$ cat src/rtl/name_packer.sv
// name_packer: packs serial words into ping-pong name slots with overflow truncation (optional trunc counter via NAME_PACKER_TRUNC_CNT_EN)
module name_packer #(
  parameter int WORD_SIZE       = 32,
  parameter int MAX_NAME_LENGTH = 8,
  parameter int LEN_W           = 4
) (
  input  logic                 clk,
  input  logic                 rst,
  input  logic [WORD_SIZE-1:0] word_in,
  input  logic                 word_valid_in,
  input  logic                 word_last_in,
  output logic                 word_ready_out,
  output logic [WORD_SIZE-1:0] name_out [MAX_NAME_LENGTH],
  output logic [LEN_W-1:0]     name_len_out,
  output logic                 name_trunc_out,
  output logic                 name_valid_out,
`ifdef NAME_PACKER_TRUNC_CNT_EN
  output logic [15:0]          trunc_cnt_out,
`endif
  input  logic                 name_ready_in
);
  localparam int IW = MAX_NAME_LENGTH > 1 ? $clog2(MAX_NAME_LENGTH) : 1;
  localparam logic FILL    = 1'b0;
  localparam logic DISCARD = 1'b1;
  logic                 state;
  logic [IW-1:0]        idx;
  logic                 wr, rd;
  logic [1:0]           occ;
  logic [WORD_SIZE-1:0] slot [2][MAX_NAME_LENGTH];
  logic [LEN_W-1:0]     slot_len [2];
  logic                 slot_trunc [2];
  logic                 acc, fill_acc, commit, xfer;
  assign word_ready_out = state == DISCARD || occ != 2'd2;
  assign acc            = word_valid_in && word_ready_out;
  assign fill_acc       = acc && state == FILL;
  assign commit         = fill_acc && (word_last_in || idx == IW'(MAX_NAME_LENGTH - 1));
  assign name_valid_out = occ != 2'd0;
  assign xfer           = name_valid_out && name_ready_in;
  always_comb begin
    for (int i = 0; i < MAX_NAME_LENGTH; i++) name_out[i] = name_valid_out ? slot[rd][i] : '0;
    name_len_out   = name_valid_out ? slot_len[rd] : '0;
    name_trunc_out = name_valid_out && slot_trunc[rd];
  end
  always_ff @(posedge clk) begin
    if (rst) begin
      state <= FILL;
      idx   <= '0;
      wr    <= 1'b0;
      rd    <= 1'b0;
      occ   <= '0;
    end else begin
      occ <= occ + {1'b0, commit} - {1'b0, xfer};
      if (xfer) rd <= ~rd;
      if (fill_acc) begin
        if (idx == '0) for (int i = 0; i < MAX_NAME_LENGTH; i++) slot[wr][i] <= '0;
        slot[wr][idx] <= word_in;
        idx <= commit ? '0 : idx + IW'(1);
      end
      if (commit) begin
        slot_len[wr]   <= LEN_W'(idx) + LEN_W'(1);
        slot_trunc[wr] <= !word_last_in;
        wr             <= ~wr;
        if (!word_last_in) state <= DISCARD;
      end
      if (acc && state == DISCARD && word_last_in) state <= FILL;
    end
  end
`ifdef NAME_PACKER_TRUNC_CNT_EN
  always_ff @(posedge clk) begin
    if (rst) trunc_cnt_out <= '0;
    else if (commit && !word_last_in && trunc_cnt_out != 16'hFFFF) trunc_cnt_out <= trunc_cnt_out + 16'd1;
  end
`endif
endmodule

$ cat config.mk
export PLATFORM = sky130hd
export DESIGN_NAME = name_packer
export DESIGN_NICKNAME = d
export VERILOG_FILES = /design/src/rtl/name_packer.sv
export SDC_FILE = /design/constraint.sdc
export NUM_CORES = 1
export LEC_CHECK = 0
export ABC_AREA = 1
export CAP_MARGIN = 40
export CORE_MARGIN = 2
export CORE_UTILIZATION = 42
export CTS_CLUSTER_DIAMETER = 60
export CTS_CLUSTER_SIZE = 8
export DETAILED_ROUTE_END_ITERATION = 8
export GPL_TIMING_DRIVEN = 0
export PLACE_DENSITY = 0.73
export SETUP_SLACK_MARGIN = 0.4
export SLEW_MARGIN = 5
export SYNTH_ARGS = -nofsm -noshare
export SYNTH_HDL_FRONTEND = slang
export SYNTH_SLANG_ARGS = --single-unit
$ cat constraint.sdc
create_clock -name clk -period 2.85 [get_ports clk]
set_input_delay 0.285 -clock clk [delete_from_list [all_inputs] [get_ports clk]]
set_output_delay 0.285 -clock clk [all_outputs]
set_load 0.05 [all_outputs]
==> metrics.yaml, run 1 <==
status:
  outcome: "finished, final reports clean"
critical_path:
  crit_path_start_kind: "flop"
  crit_chain: "buf_6, inv_8, clkbuf_2, nand2_1, a21oi_1, dlygate4sd2_1"
  crit_family: "buffers and inverters"
  crit_end: "name_out[243]"
  cp.required_ns: 2.57
  cp.arrival_ns: 2.23
  critPathBufInv: 4
  cp_max_fo: 10
  r2r_cells: 7
  cp_num_cells: 6
  r2r_start: "idx[0]"
  crit_type: "flop to primary output"
  end_kind: "primary output"
  r2r-end: "slot[1][231]"
  critPathSlowestCell: "dlygate4sd2_1"
  r2r_setup_slack_ns: 0.55
  slowest_delay_ns: 0.54
floorplanning:
  pin_count: 300
  dieArea_um2: 56800
  coreArea_um2: 54000
  row_count: 85
  die_h_um: 238
  start_util_pct: 42.7
  dieWidth_um: 238
layout:
  final_area_um2: 30100
  area_growth_pct: 30.5
  final_nets: 2322
  drive_above_1_share_pct: 38.8
  n_antenna_cell: 0
route:
  finalWirelength_um: 75900
  drtIter0Drc: 1894
  ant_nets: 0
  vias: 16600
  drc: 0
  wire_per_inst_um: 25.3
  drt-pass1-iter-count: 5
  via_per_inst: 5.54
sta:
  timing.final.crit_share_pct: 88.2
  max_freq_mhz: 398
  slew_violations: 0
  tightest_slew_ns: 0.900
  setup_slack_ns: 0.335
  setup_violations: 0
  slew_headroom_pct: 39.6
  rsz0062_at_grt: "true"
  skew_ns: 0.0269
  hold_viol: 0
  period_needed_ns: 2.51
  tns_ns: 0
power_and_ir_drop:
  p_leak_nw: 10.5
  power.share.clock_pct: 24.5
  ir_drop_mv: 0.718
  internal_power_mw: 18.1
  power_frac_seq_pct: 28.6
  p_sw_mw: 15.1
  p_total_mw: 33.2
  swShare_pct: 45.6
  comb_power_share_pct: 46.8
  powerDensity_nw_per_um2: 1100
clocking:
  htree_levels: 3
  tritoncts: "done"
  cts.sinks: 531
  clk_latency_ns: 0.61
  hold_buffers: 0
  clk_path_buf_depth: 3
  cts_root_buffer: "clkbuf_16"
  numCtsBuffers: 76
  clkTransAtPathRegs_ns: 0.05
synth:
  yosys_register_bits: 531
  synth_top_flop_cell: "edfxtp_1"
  seq_area_frac_synth_pct: 68.8
  async_flop_share_pct: 0
  yosys.area.top_type: "edfxtp_1"
  synth_top_cell_area_share_pct: 68.0
  synthCells: 1851
  synth.avg_cell_area_um2: 12.5
  netlist-cell-type-count: 25
  synth_fp_nets: 1892
  netlist_area_um2: 23100
  synth.area.top_cells: "edfxtp_1, nor3_2, nand2_1, a21oi_1, buf_2"
  synth_edf_count: 522
  synth_most_common_cell: "nand2_1"
  yosysWarnings: 0
  synth_common_cells: "nand2_1, edfxtp_1, a21oi_1"
grt:
  overflow: 0
  grt_max_degree: 32
  first_global_vias: 16000
  grt_pass1_wl_um: 107000
  antenna_found_initial: 0
  grt_usage_pct: 26.2
place:
  place_congestion: 0.854
  placed_area_um2: 27800
  port_buffers: 299
  place_hpwl_um: 52500
  pre_cts_slack_ns: -0.175
hold_path:
  hp-class: "input pin to flop"
job:
  maxCapViolCount: 0
-- registers in the layout, indices dropped and copies added (netlist names), named ones only --
name        flops
slot          512
slot_len        8
idx             3
occ             2
slot_trunc      2
rd              1
state           1
wr              1
-- worst register-to-register path, cell delays in order (launching register included) --
cell and delay [ns]:
dfxtp_1 0.38, inv_2 0.19, ha_1 0.20, inv_1 0.05
nor2_2 0.33, o21ai_0 0.34, nor2_4 0.29, buf_4 0.24
-- final cells by class --
| cell class | count | area (um^2) |
|---|---|---|
| multi-input combinational | 1118 | 6700 |
| sequential | 531 | 15900 |
| buffer | 140 | 1080 |
| tap | 696 | 871 |
| inverter | 62 | 240 |
| clock inverter | 5 | 62.6 |
| timing repair buffer | 352 | 3240 |
| fill | 4387 | 23900 |
| clock buffer | 99 | 2040 |
-- power groups by stage --
stage	Clock (mW)	Sequential, mW	Combinational, mW
3_3_place_gp	0	9.66	14.9
5_1_grt	8.48	9.55	16.2
3_5_place_dp	0	9.63	15.3
4_1_cts	8.17	9.49	14.7
2_1_floorplan	0	9.61	9.60
6_report	8.14	9.51	15.5
-- repair_timing --
item                       4_1_cts  5_1_grt
buffers inserted                 3       11
gates resized for setup       1134      633
setup endpoints to repair      753      519
cloned                           0        1
hold endpoints to repair         0        0
pin swaps                        1       10
-- worst min path at each step --
stage                       from       endpoint  slack (ns)  cells past startpoint
floorplan                    rst         occ[0]        0.36                      1
global placement              rd             rd        0.44                      1
detailed placement            rd           flop        0.44                      1
CTS                 word_last_in  slot_trunc[0]        0.32                      2
global route        word_last_in  slot_trunc[0]        0.36                      2
finish              word_last_in  slot_trunc[0]        0.35                      2
-- layer usage --
layer  vias up  GRT usage, %  routed length (um)  part of all wire [%]
met5         -             0                   0                     0
met4         0          12.0                3460                   4.6
met3       176          5.18                6600                   8.7
met2       896          44.2               37700                    50
met1      8189          32.7               28100                    37
li1       7376             -                   -                     -
-- cell families after synthesis --
logic type / count (synthesis) / share of synthesized area (%)
XOR/XNOR: 1 / 0.0380
buffers and inverters: 202 / 4.58
AND/OR/NAND/NOR: 835 / 20.4
adder cells (fa/ha/maj): 4 / 0.217
flip-flops: 531 / 68.8
AO/OA/AOI/OAI: 278 / 6.03
-- cells in the final DEF, fill, tap and decap left out, types with 4 or more instances in the layout --
cell type	instances
inv_1	26
clkinv_1	32
nor3_1	16
a21oi_4	10
clkbuf_4	77
a21oi_2	81
clkbuf_1	23
nor3_2	241
buf_8	16
clkdlybuf4s15_2	7
buf_4	127
buf_16	15
clkdlybuf4s18_2	5
clkbuf_16	78
nand2_1	535
buf_12	14
a21oi_1	174
nor2_4	18
o21ai_0	12
nor2_1	17
ha_1	4
edfxtp_1	522
buf_6	62
clkdlybuf4s50_1	37
clkbuf_2	42
dfxtp_1	7
buf_2	85
-- stage by stage --
step                      std cells  util, %  hold WS, ns
after global placement         2846     49.8        0.437
after global routing           3003     55.7        0.356
final                          3003     55.7        0.350
after floorplan                1851        -        0.356
after CTS                      2991     54.9        0.318
after detailed placement       2884     51.5        0.442
(Power assumes the default switching activity.)
==> run 2: changes to the inputs <==
ABC_AREA = 0   (was 1)
GPL_ROUTABILITY_DRIVEN = 0   (was not set)
==> metrics.yaml, run 2 <==
status:
  outcome: "finished, final reports clean"
layout:
  final_nets: 1950  # -16%
  drive_above_1_share_pct: 28.5  # -10 points
  top_register: "slot"
  nFillCells: 4295  # -2.1%
  largest_reg_flops: 512  # unchanged
  area_growth_pct: 28.3
  reg.largest.list: "slot (512), slot_len (8), idx (3)"
  final_area_um2: 28200  # -6.2%
  final_common_cell: "edfxtp_1"
  final_cell_mix: "edfxtp_1, nor2_1, mux2i_1"
place:
  port_buffers: 299  # unchanged
  place_hpwl_um: 44200  # -16%
  placed_area_um2: 26600  # -4.4%
route:
  wire_per_inst_um: 24.6  # -2.7%
  ant_nets: 0  # unchanged
  via_per_inst: 5.34  # -3.6%
  finalWirelength_um: 64200  # -15%
  drtIter0Drc: 1340  # -29%
  drt-pass1-iter-count: 5  # unchanged
  vias: 14000  # -16%
  drc: 0  # unchanged
synth:
  yosysWarnings: 0  # unchanged
  synth_edf_count: 522  # unchanged
  netlist-cell-type-count: 31  # +24%
  async_flop_share_pct: 0  # unchanged
  synth_fp_nets: 1532  # -19%
  synth_top_family_by_area: "simple AND/OR/NAND/NOR gates"
  synthCells: 1491  # -19%
  yosys_register_bits: 531  # unchanged
  synth_top_cell_area_share_pct: 71.2  # +3.3 points
  synthMuxAreaShare_pct: 11.9  # +12 points
  synth.avg_cell_area_um2: 14.8  # +18%
  seq_area_frac_synth_pct: 72.1  # +3.3 points
  synth_top_flop_cell: "edfxtp_1"
  yosys.area.top_type: "edfxtp_1"
  synth_xor_area_share_pct: 0.119  # +0.081 points
  netlist_area_um2: 22000  # -4.6%
  synth.area.top_cells: "edfxtp_1, mux2i_1, nor2_1, and3_1, and2_1"
  yosys.area_share.simple_pct: 13.2  # -7.2 points
  synth_compound_area_share_pct: 0.290  # -5.7 points
  synth_common_cells: "edfxtp_1, nor2_1, mux2i_1"
  synth_most_common_cell: "edfxtp_1"
  yosys.area_share.adder_pct: 0.227  # +0.010 points
sta:
  hold_viol: 0  # unchanged
  tns_ns: 0  # unchanged
  timing.hold.ws_ns: 0.376  # +0.0258 ns
  timing.final.crit_share_pct: 88.6  # +0.36 points
  period_needed_ns: 2.53  # +0.0104 ns
  max_freq_mhz: 396  # -0.41%
  rsz0062_at_grt: "true"
  tightest_slew_ns: 0.891  # -0.00912 ns
  slew_headroom_pct: 40.4  # +0.79 points
  skew_ns: 0.0142  # -0.0127 ns
  setup_violations: 0  # unchanged
  slew_violations: 0  # unchanged
power_and_ir_drop:
  powerDensity_nw_per_um2: 1060  # -3.9%
  ir_drop_mv: 0.708  # -1.3%
  internal_power_mw: 17.5  # -3.3%
  power.share.clock_pct: 26.9  # +2.4 points
  p_sw_mw: 12.5  # -18%
  power_frac_seq_pct: 30.9  # +2.3 points
  swShare_pct: 41.6  # -4.0 points
  p_leak_nw: 10.5  # +0.34%
  comb_power_share_pct: 42.2  # -4.6 points
critical_path:
  slowest_delay_ns: 0.43  # -0.11 ns
  cp.required_ns: 2.57  # about the same
  crit_family: "buffers and inverters"
  crit_type: "flop to primary output"
  end_kind: "primary output"
  cp_common_cell: "buf_4"
  crit_chain: "buf_4, buf_4, mux2i_1, nor2_1, clkdlybuf4s15_2"
  cp.arrival_ns: 2.24  # about the same
  crit_path_start_kind: "flop"
  critPathSlowestCell: "clkdlybuf4s15_2"
  critPathBufInv: 3  # -1
  cp_max_fo: 10  # unchanged
  r2r_start: "state"
grt:
  first_global_vias: 14000  # -13%
  grt_pass1_wl_um: 90300  # -15%
  overflow: 0  # unchanged
  antenna_found_initial: 14  # +14
  grt_usage_pct: 23.4  # -2.8 points
  grt_max_degree: 32  # unchanged
clocking:
  htree_levels: 3  # unchanged
  numCtsBuffers: 76  # unchanged
  clkTransAtPathRegs_ns: 0.05  # about the same
  clk_latency_ns: 0.59  # -0.02 ns
  clk_path_buf_depth: 3  # unchanged
  hold_buffers: 0  # unchanged
  cts.sinks: 531  # unchanged
  tritoncts: "done"
  cts_root_buffer: "clkbuf_16"
floorplanning:
  row_count: 83  # -2.4%
  dieWidth_um: 233  # -2.3%
  die_h_um: 233  # -2.3%
  pin_count: 300  # unchanged
  start_util_pct: 42.7  # about the same
  dieArea_um2: 54200  # -4.5%
  coreArea_um2: 51500  # -4.7%
hold_path:
  min-delay-start: "word_last_in"
  hp-class: "input pin to flop"
job:
  maxCapViolCount: 0  # unchanged
run 2: layout make-up:
class                           count  area, um^2  area share [%]
Antenna cell                        6        15.0          0.0532
Buffer                             97         696            2.46
Timing Repair Buffer              340        2550            9.04
Sequential cell                   531       15900            56.2
Clock buffer                       95        2080            7.36
Multi-Input combinational cell    858        6160            21.8
Tap cell                          680         851            3.01
Clock inverter                      2        8.76          0.0310
Inverter                            5        18.8          0.0665
run 2: metal layers:
metal | track usage (%) | up-vias | wire length (um)
met4 | 8.12 | 2 | 1580
li1 | - | 6257 | -
met1 | 30.4 | 7012 | 25700
met3 | 3.96 | 82 | 4690
met2 | 39.6 | 608 | 32200
met5 | 0 | - | 10
run 2: worst paths after layout:
check | endpoint | slack, ns | depth (start not counted)
setup / recovery | name_out[159] | 0.32 | 5
hold / removal | slot_trunc[0] | 0.38 | 2
setup reg to reg | slot[1][233] | 0.54 | 6
hold reg to reg | flop | 0.51 | 2
run 2: power by group through the flow:
stage / clock network, mW / logic, mW / registers [mW]
floorplan: 0 / 8.59 / 9.34
CTS: 8.13 / 12.9 / 9.25
detailed placement: 0 / 13.2 / 9.37
finish: 8.04 / 12.6 / 9.26
global route: 8.47 / 13.2 / 9.28
global placement: 0 / 12.8 / 9.37
run 2: kinds of logic (layout without fill, tap and decap cells):
group	count (synthesis)	in the layout
multiplexers	261	261
adder cells (fa/ha/maj)	4	4
AO/OA/AOI/OAI	10	10
AND/OR/NAND/NOR	580	580
other	0	6
buffers and inverters	102	539
XOR/XNOR	3	3
flip-flops	531	531
run 2: repair_timing:
item	in CTS	in global routing
endpoints found under the setup margin	488	600
pin swaps	1	1
setup buffers	1	2
gates resized for setup	961	458
run 2: metrics by stage:
| stage | cells | util [%] | power, mW | setup WS [ns] |
|---|---|---|---|---|
| 2_1_floorplan | 1491 | - | 17.9 | -0.105 |
| 3_3_place_gp | 2470 | 50.2 | 22.2 | -1.64 |
| 3_5_place_dp | 2507 | 51.6 | 22.5 | -0.286 |
| 4_1_cts | 2605 | 56.0 | 30.3 | 0.190 |
| 5_1_grt | 2608 | 54.8 | 30.9 | 0.249 |
| 6_report | 2614 | 54.8 | 29.9 | 0.325 |
